File: src/rtl/rng_lfsr_ranged_if.sv
// Output handshake bundle for the ranged LFSR RNG.
// The master presents num/out_valid; the slave answers with out_ready.
interface rng_lfsr_ranged_if #(
    parameter int OUT_W = 4
);
    logic             out_valid;
    logic             out_ready;
    logic [OUT_W-1:0] num;

    modport master (
        output out_valid,
        output num,
        input  out_ready
    );

    modport slave (
        input  out_valid,
        input  num,
        output out_ready
    );
endinterface

File: src/rtl/rng_lfsr_ranged.sv
// Fibonacci LFSR RNG with rejection-sampled range-limited output.
// Optional RNG_REJECT_STATS_EN adds saturating reject/drop counters.
module rng_lfsr_ranged #(
    parameter int             WIDTH          = 16,
    parameter logic [WIDTH-1:0] TAPS         = WIDTH'(16'hD008),
    parameter int             OUT_W          = 4,
    parameter int             RANGE          = 9,
    parameter int             SHIFTS_PER_NUM = 16
) (
    input  logic             clk,
    input  logic             reset,
    input  logic             enable,
    input  logic             load,
    input  logic [WIDTH-1:0] seed,
    rng_lfsr_ranged_if.master out
`ifdef RNG_REJECT_STATS_EN
    ,
    output logic [15:0]      reject_count,
    output logic [15:0]      drop_count
`endif
);

    localparam int CNT_W = (SHIFTS_PER_NUM > 1) ? $clog2(SHIFTS_PER_NUM) : 1;
    localparam logic [CNT_W-1:0] LAST = CNT_W'(SHIFTS_PER_NUM - 1);

    generate
        if (WIDTH < 3 || WIDTH > 32) begin : g_bad_width
            $error("rng_lfsr_ranged: WIDTH must be 3..32");
        end
        if (OUT_W < 1 || OUT_W > WIDTH) begin : g_bad_out_w
            $error("rng_lfsr_ranged: OUT_W must be 1..WIDTH");
        end
        if (RANGE < 1 || longint'(RANGE) > (64'd1 << OUT_W)) begin : g_bad_range
            $error("rng_lfsr_ranged: RANGE must be 1..2**OUT_W");
        end
        if (TAPS == '0) begin : g_bad_taps
            $error("rng_lfsr_ranged: TAPS must be nonzero");
        end
        if (SHIFTS_PER_NUM < 1 || SHIFTS_PER_NUM > 256) begin : g_bad_shifts
            $error("rng_lfsr_ranged: SHIFTS_PER_NUM must be 1..256");
        end
    endgenerate

    logic [WIDTH-1:0] lfsr;
    logic [CNT_W-1:0] count;
    logic             valid_q;
    logic [OUT_W-1:0] num_q;

    logic             feedback;
    logic [WIDTH-1:0] shifted;
    logic [WIDTH-1:0] lfsr_next;
    logic [WIDTH-1:0] seed_safe;
    logic [OUT_W-1:0] cand;
    logic             sample;
    logic             fits;
    logic             room;
    logic             accept;
    logic             reject;
    logic             drop;

    assign feedback  = ^(lfsr & TAPS);
    assign shifted   = {lfsr[WIDTH-2:0], feedback};
    // All-zero is a lock-up state; steer any path into it back to 1
    assign lfsr_next = (shifted == '0) ? WIDTH'(1) : shifted;
    assign seed_safe = (seed == '0) ? WIDTH'(1) : seed;

    assign cand   = lfsr[OUT_W-1:0];
    assign sample = !load && enable && (count == LAST);
    assign fits   = 33'(cand) < 33'(RANGE);
    assign room   = !valid_q || out.out_ready;
    assign accept = sample && fits && room;
    assign reject = sample && !fits;
    assign drop   = sample && fits && !room;

    always_ff @(posedge clk or negedge reset) begin
        if (!reset) begin
            lfsr  <= WIDTH'(1);
            count <= '0;
        end else if (load) begin
            lfsr  <= seed_safe;
            count <= '0;
        end else if (enable) begin
            lfsr  <= lfsr_next;
            count <= (count == LAST) ? '0 : count + CNT_W'(1);
        end
    end

    always_ff @(posedge clk or negedge reset) begin
        if (!reset) begin
            valid_q <= 1'b0;
            num_q   <= '0;
        end else if (accept) begin
            valid_q <= 1'b1;
            num_q   <= cand;
        end else if (!load && valid_q && out.out_ready) begin
            valid_q <= 1'b0;
        end
    end

    assign out.out_valid = valid_q;
    assign out.num       = num_q;

`ifdef RNG_REJECT_STATS_EN
    always_ff @(posedge clk or negedge reset) begin
        if (!reset) begin
            reject_count <= '0;
            drop_count   <= '0;
        end else if (load) begin
            reject_count <= '0;
            drop_count   <= '0;
        end else begin
            if (reject && reject_count != 16'hFFFF)
                reject_count <= reject_count + 16'd1;
            if (drop && drop_count != 16'hFFFF)
                drop_count <= drop_count + 16'd1;
        end
    end
`endif

endmodule

File: src/flat_wrapper.sv
// flat-port wrapper written by rule: the top's interface ports become plain ports
module rng_lfsr_ranged_flat 
#(
    parameter int             WIDTH          = 16,
    parameter logic [WIDTH-1:0] TAPS         = WIDTH'(16'hD008),
    parameter int             OUT_W          = 4,
    parameter int             RANGE          = 9,
    parameter int             SHIFTS_PER_NUM = 16
)
  (clk, reset, enable, load, seed, out_out_valid, out_num, out_out_ready);
  rng_lfsr_ranged_if #(.OUT_W(OUT_W)) out_i ();
  input  logic clk;
  input  logic reset;
  input  logic enable;
  input  logic load;
  input  logic [WIDTH-1:0] seed;
  output wire logic [$bits(out_i.out_valid)-1:0] out_out_valid;
  output wire logic [$bits(out_i.num)-1:0] out_num;
  input wire logic [$bits(out_i.out_ready)-1:0] out_out_ready;
  assign out_out_valid = out_i.out_valid;
  assign out_num = out_i.num;
  assign out_i.out_ready = out_out_ready;
  rng_lfsr_ranged #(.WIDTH(WIDTH), .TAPS(TAPS), .OUT_W(OUT_W), .RANGE(RANGE), .SHIFTS_PER_NUM(SHIFTS_PER_NUM)) u_core (.clk(clk), .reset(reset), .enable(enable), .load(load), .seed(seed), .out(out_i));
endmodule
File: config.mk
export PLATFORM = sky130hd
export DESIGN_NAME = rng_lfsr_ranged_flat
export DESIGN_NICKNAME = d
export VERILOG_FILES = /design/src/rtl/rng_lfsr_ranged_if.sv /design/src/rtl/rng_lfsr_ranged.sv /design/src/flat_wrapper.sv
export SDC_FILE = /design/constraint.sdc
export NUM_CORES = 1
export LEC_CHECK = 0
export CAP_MARGIN = 20
export CORE_UTILIZATION = 49
export DETAILED_ROUTE_END_ITERATION = 7
export GPL_ROUTABILITY_DRIVEN = 0
export GPL_TIMING_DRIVEN = 0
export MAX_ROUTING_LAYER = met4
export PLACE_DENSITY = 0.77
export SYNTH_ARGS = -nofsm -noshare
export SYNTH_HDL_FRONTEND = slang
export SYNTH_SLANG_ARGS = --single-unit
export TNS_END_PERCENT = 100
File: constraint.sdc
create_clock -name clk -period 2.25 [get_ports clk]
set_input_delay 0.225 -clock clk [delete_from_list [all_inputs] [get_ports clk]]
set_output_delay 0.225 -clock clk [all_outputs]
set_load 0.005 [all_outputs]
==> qor.csv, run 1 <==
stage,metric,value,unit
setup_path,cp_num_cells,4,
setup_path,slowest_delay,0.53,ns
finish,nets,171,
global_route,antenna_found_initial,0,
detailed_routing,topRoutingLayerUsed,met4,
finish,finish.instance_area,0.001559,mm^2
timing,relSlewSlack,53.70,%
die,num_rows,17,
timing,hold_viol_final,0,
detailed_routing,num_vias,992,
worst_hold_path,hp-class,in -> async,
global_route,grtUsageTotal,24.36,%
timing,drv_slew,0,
synth,synth_cells,118,
timing,clock-skew-final,0.001083,ns
synth,synth-warning-count,0,
setup_path,criticalPathCategory,reg -> reg,
global_route,grt_pass1_wl,4533,um
pwr,p_per_area,562.1,mW/mm^2
setup_path,cp-end-kind,flip-flop,
clock_network,clk_pin_slew,0.13,ns
place,place_worst_setup_slack,0.2550,ns
setup_path,cp-endpoint,u_core.out.num[3],
detailed_routing,ant_nets,0,
timing,whs,0.1068,ns
finish,seq_area,626.9,um^2
setup_path,reg2reg_from,u_core.lfsr[1],
clock_network,cts_htree_levels,1,
setup_path,arrival,2.12,ns
global_route,grt_max_degree,26,
setup_path,crit_fanout,5,
pwr,p_clk_share,22.3,%
setup_path,cp_num_buf_inv,0,
timing,worst_slew_pin_slew,0.6945,ns
clock_network,cts_made_buffers,3,
timing,finalCritPeriodShare,84.66,%
finish,postLayoutCoreUtil,68.50,%
die,coreArea,0.002276,mm^2
pwr,switching_share,26.87,%
die,dieArea,0.002698,mm^2
pwr,p_leak,0.6862,nW
place,placed_cells,171,
clock_network,post_cts_resized,0,
detailed_routing,drtIter0Drc,16,
detailed_routing,wl_per_cell,14.59,um
detailed_routing,routed-wl-met2,1241,um
global_route,grt_pass1_vias,1036,
detailed_routing,post-route-drc-count,0,
flow_run,cap_violations,0,
finish,antenna_cells,0,
detailed_routing,met3_length,79,um
clock_network,ctsLongestPathBuffers,2,
finish,syn2layout_area_growth,27.53,%
finish,layout-drive-gt1-share,7.432,%
global_route,grt.overflow.total,0,
die,die_w,51.95,um
synth,synth_fp_nets,140,
clock_network,cts.sinks,25,
setup_path,cp-start-kind,flip-flop,
timing,rsz0062_at_grt,no,
pwr,intPower,0.6409,mW
die,ioPinCount,26,
place,place_area,0.001508,mm^2
timing,fin_ws,0.3452,ns
timing,finalSetupViolations,0,
setup_path,startpoint,u_core.lfsr[1],
pwr,p_comb_share,17.8,%
synth,synth.distinct_cells,24,
synth,synth.avg_cell_area,10.36,um^2
detailed_routing,wirelength,2568,um
detailed_routing,wl_met1,1190,um
outcome,status,finished clean,
synth,netlist_area,0.001222,mm^2
place,hpwl,1964,um
setup_path,reg2regPathDepth,4,
detailed_routing,dr.pass1.iters,4,
setup_path,crit_chain,o31a_1 -> or4_4 -> a21oi_4 -> mux2_2,
timing,fmax,525.0,MHz
place,io_buffers,25,
setup_path,r2r-end,u_core.out.num[3],
pwr,pwr-share-seq,59.9,%
pwr,power,0.8763,mW
setup_path,cp_top_family,simple AND/OR/NAND/NOR gates,
setup_path,r2r_slack,0.35,ns
clock_network,hold_buffers,0,
pwr,ir_drop,530.5,uV
die,die_y,51.95,um
timing,period_minus_slack,1.905,ns
detailed_routing,vias_per_cell,5.636,
synth,yosysSeqAreaShare,51.28,%
pwr,p_sw,0.2354,mW
clock_network,cts_root_buf,clkbuf_4,
timing,tns,0,ns
clock_network,cts_tree,yes,
setup_path,cp_data_required_time,2.46,ns
finish,fin_cells,176,
setup_path,slowest_stage,or4_4,
finish,multi_input_area,569.3,um^2
synth,ys_seq_elements,25,
finish,fillers,195,
die,start_util,53.71,%
clock_network,postCtsSetupBuffers,0,
clock_network,clk-insertion-delay-late,0.31,ns
==> kinds of logic after synthesis <==
family,synth area share [%]
simple gates,13.51
flops,51.28
compound gates,11.67
mux,16.79
buf+inv,2.149
xor+xnor,3.583
fa+ha+maj,1.023
==> cell usage in the layout (no fill, tap or decap) <==
master / synthesis / routed
xor2_1: 3 / 3
a41oi_1: 1 / 1
o31a_1: 1 / 1
o21ai_0: 17 / 17
nor3_1: 2 / 2
ha_1: 1 / 1
inv_1: 1 / 1
clkbuf_4: 0 / 3
clkbuf_16: 0 / 1
or3_1: 1 / 1
o21a_1: 1 / 1
dfrtp_1: 24 / 24
nor4_1: 6 / 6
clkdlybuf4s50_1: 0 / 25
buf_1: 1 / 1
a31oi_1: 1 / 1
a21oi_4: 1 / 1
or4_4: 1 / 1
mux2i_1: 16 / 16
dfstp_2: 1 / 1
clkbuf_1: 5 / 6
mux2_2: 4 / 4
xnor2_1: 2 / 2
nand4_1: 1 / 1
nand2_1: 21 / 21
a21oi_1: 2 / 2
nor2_1: 4 / 4
==> worst min path at each step <==
stage | slack (ns) | endpoint | start
detailed placement | 0.50 | u_core.out.num[1] | u_core.out.num[1]
global placement | 0.49 | u_core.out.num[3] | u_core.out.num[3]
CTS | 0.48 | u_core.lfsr[2] | seed[2]
finish | 0.11 | u_core.out.out_valid | reset
floorplan | -0.07 | u_core.count[0] | reset
global route | 0.11 | u_core.out.out_valid | reset
==> state kept, by name, summed over array words and instances, names as in the netlist <==
signal and count:
u_core.out.out_valid 1, u_core.lfsr 16, u_core.out.num 4, u_core.count 4
==> area by class of cell <==
type	instances	share of cell area (%)
flip-flops and latches	25	40.21
multi-input cells	86	36.52
well taps	28	2.247
clock buffers	4	1.685
inverters	1	0.2408
repair buffers	26	17.66
plain buffers	6	1.445
==> power by group through the flow <==
stage          Sequential [mW]  Combinational [mW]  Clock [mW]
6_report                 0.525               0.156       0.195
5_1_grt                  0.531               0.176       0.222
4_1_cts                  0.524               0.153       0.203
3_5_place_dp             0.533               0.153           0
3_3_place_gp             0.531               0.149           0
2_1_floorplan            0.521              0.0875           0
==> worst register-to-register path, cell delays in order, from the launching register on <==
cell and delay (ns):
dfrtp_1 0.44, o31a_1 0.30, or4_4 0.53, a21oi_4 0.18, mux2_2 0.35
==> cell usage after synthesis <==
| master | number | area share (%) |
|---|---|---|
| a21oi_1 | 2 | 0.82 |
| a21oi_4 | 1 | 1.3 |
| a31oi_1 | 1 | 0.51 |
| a41oi_1 | 1 | 0.72 |
| buf_1 | 1 | 0.31 |
| clkbuf_1 | 5 | 1.5 |
| dfrtp_1 | 24 | 49 |
| dfstp_2 | 1 | 2.1 |
| ha_1 | 1 | 1.0 |
| inv_1 | 1 | 0.31 |
| mux2_2 | 4 | 3.7 |
| mux2i_1 | 16 | 13 |
| nand2_1 | 21 | 6.4 |
| nand4_1 | 1 | 0.51 |
| nor2_1 | 4 | 1.2 |
| nor3_1 | 2 | 0.82 |
| nor4_1 | 6 | 3.1 |
| o21a_1 | 1 | 0.61 |
| o21ai_0 | 17 | 7.0 |
| o31a_1 | 1 | 0.72 |
| or3_1 | 1 | 0.51 |
| or4_4 | 1 | 0.92 |
| xnor2_1 | 2 | 1.4 |
| xor2_1 | 3 | 2.1 |
==> per-layer routing <==
layer / GRT usage [%] / up-vias
met3: 4.386 / 4
li1: - / 480
met1: 29.73 / 488
met4: 12.61 / 0
met5: - / -
met2: 38.46 / 20
No activity file was read; power rests on OpenSTA's default activity.
==> inputs of run 2 (changes only) <==
==> constraint.sdc (replaced) <==
create_clock -name clk -period 1.9 [get_ports clk]
set_input_delay 0.19 -clock clk [delete_from_list [all_inputs] [get_ports clk]]
set_output_delay 0.19 -clock clk [all_outputs]
set_load 0.005 [all_outputs]
==> qor.csv, run 2 (synthesized netlist as in run 1, its figures left out) <==
stage,metric,value,unit
clock_network,cts_tree,yes,
global_route,grt_pass1_vias,1044,
detailed_routing,ant_nets,0,
setup_path,slowest_stage,or4_4,
finish,largest_reg_flops,16,
timing,rsz0062_at_grt,no,
finish,final_cell_mix,"clkdlybuf4s50_1 (25), dfrtp_1 (24), nand2_1 (21)",
setup_path,crit_chain,ha_2 -> nand2_1 -> or4_4 -> a21oi_4 -> mux2_4,
clock_network,cts_htree_levels,1,
detailed_routing,wirelength,2688,um
global_route,grt_pass1_wl,4574,um
detailed_routing,topRoutingLayerUsed,met4,
pwr,ir_drop,629.6,uV
die,die_y,51.95,um
setup_path,reg2regPathDepth,5,
setup_path,startpoint,u_core.count[0],
place,hpwl,1964,um
pwr,p_leak,0.7177,nW
timing,relSlewSlack,54.32,%
global_route,grt_max_degree,26,
finish,postLayoutCoreUtil,71.25,%
finish,mostFrequentLayoutCell,clkdlybuf4s50_1,
die,coreArea,0.002276,mm^2
timing,period_minus_slack,1.811,ns
place,io_buffers,25,
die,die_w,51.95,um
finish,nets,177,
detailed_routing,num_vias,1012,
finish,finish.instance_area,0.001622,mm^2
detailed_routing,post-route-drc-count,0,
finish,antenna_cells,0,
detailed_routing,wl_met1,1220,um
clock_network,cts_made_buffers,3,
pwr,p_comb_share,19.9,%
detailed_routing,drtIter0Drc,24,
setup_path,arrival,2.02,ns
setup_path,criticalPathCategory,reg -> reg,
setup_path,cp_top_family,simple AND/OR/NAND/NOR gates,
setup_path,cp_num_buf_inv,0,
pwr,p_per_area,654.2,mW/mm^2
die,ioPinCount,26,
finish,fillers,181,
clock_network,clk-insertion-delay-late,0.31,ns
setup_path,r2r_slack,0.09,ns
detailed_routing,met3_length,89,um
detailed_routing,vias_per_cell,5.560,
setup_path,cp-end-kind,flip-flop,
worst_hold_path,hp-class,in -> async,
setup_path,crit_fanout,4,
die,start_util,53.71,%
timing,whs,0.07218,ns
die,dieArea,0.002698,mm^2
timing,fin_ws,0.08928,ns
timing,worst_slew_pin_slew,0.6853,ns
setup_path,cp-start-kind,flip-flop,
finish,layout-drive-gt1-share,11.69,%
timing,drv_slew,0,
finish,syn2layout_area_growth,32.65,%
pwr,pwr-share-seq,58.3,%
place,place_worst_setup_slack,-0.06003,ns
pwr,p_sw,0.2847,mW
setup_path,r2r-end,u_core.out.num[3],
timing,hold_viol_final,0,
pwr,switching_share,26.84,%
clock_network,clk_pin_slew,0.12,ns
detailed_routing,routed-wl-met2,1322,um
outcome,status,finished clean,
die,num_rows,17,
timing,tns,0,ns
clock_network,cts.sinks,25,
timing,finalCritPeriodShare,95.30,%
timing,fmax,552.3,MHz
pwr,intPower,0.7760,mW
global_route,grtUsageTotal,24.55,%
clock_network,ctsLongestPathBuffers,2,
global_route,antenna_found_initial,0,
finish,regMostFlops,u_core.lfsr,
timing,finalSetupViolations,0,
timing,clock-skew-final,0.001328,ns
setup_path,reg2reg_from,u_core.count[0],
setup_path,cp_data_required_time,2.11,ns
setup_path,slowest_delay,0.53,ns
clock_network,cts_root_buf,clkbuf_4,
flow_run,cap_violations,0,
detailed_routing,wl_per_cell,14.77,um
detailed_routing,dr.pass1.iters,4,
pwr,p_clk_share,21.8,%
place,place_area,0.001508,mm^2
global_route,grt.overflow.total,0,
## run 2: per-layer routing
metal / up-vias / track usage, %
met3: 4 / 4.386
met1: 497 / 29.73
met2: 20 / 39.10
met5: - / -
met4: 0 / 12.61
li1: 491 / -
## run 2: how the worst max path moves through the flow
stage	end	slack, ns	cells after the start
2_1_floorplan	u_core.out.num[0]	0.09	4
3_3_place_gp	u_core.out.num[1]	-0.03	5
3_5_place_dp	u_core.out.num[2]	-0.06	5
4_1_cts	u_core.out.num[2]	0.007	4
5_1_grt	u_core.out.num[3]	0.03	5
6_report	u_core.out.num[3]	0.09	5
## run 2: stage by stage
step / std cells / power, mW
CTS: 176 / 1.046
detailed placement: 171 / 0.8120
floorplan: 118 / 0.7203
finish: 182 / 1.061
global route: 182 / 1.123
global placement: 171 / 0.8047
## run 2: repair_timing
item / in CTS / in global routing
hold buffers: 0 / 0
gates resized for setup: 0 / 5
pin swaps: 0 / 2
buffers inserted: 1 / 5
setup endpoints to repair: 4 / 4
## run 2: final cells by class
class                   instances  area (um^2)  area share, %
plain buffers                   6        22.52          1.389
clock buffers                   4        26.28          1.620
inverters                       1        3.754         0.2315
multi-input cells              86        586.8          36.19
flip-flops and latches         25        626.9          38.66
well taps                      28        35.03          2.160
repair buffers                 32        320.3          19.75
## run 2: power by group through the flow
| stage | logic (mW) | clock network (mW) | registers [mW] |
|---|---|---|---|
| 6_report | 0.211 | 0.231 | 0.618 |
| 5_1_grt | 0.237 | 0.263 | 0.624 |
| 4_1_cts | 0.187 | 0.240 | 0.619 |
| 3_5_place_dp | 0.181 | 0 | 0.631 |
| 3_3_place_gp | 0.176 | 0 | 0.629 |
| 2_1_floorplan | 0.104 | 0 | 0.617 |
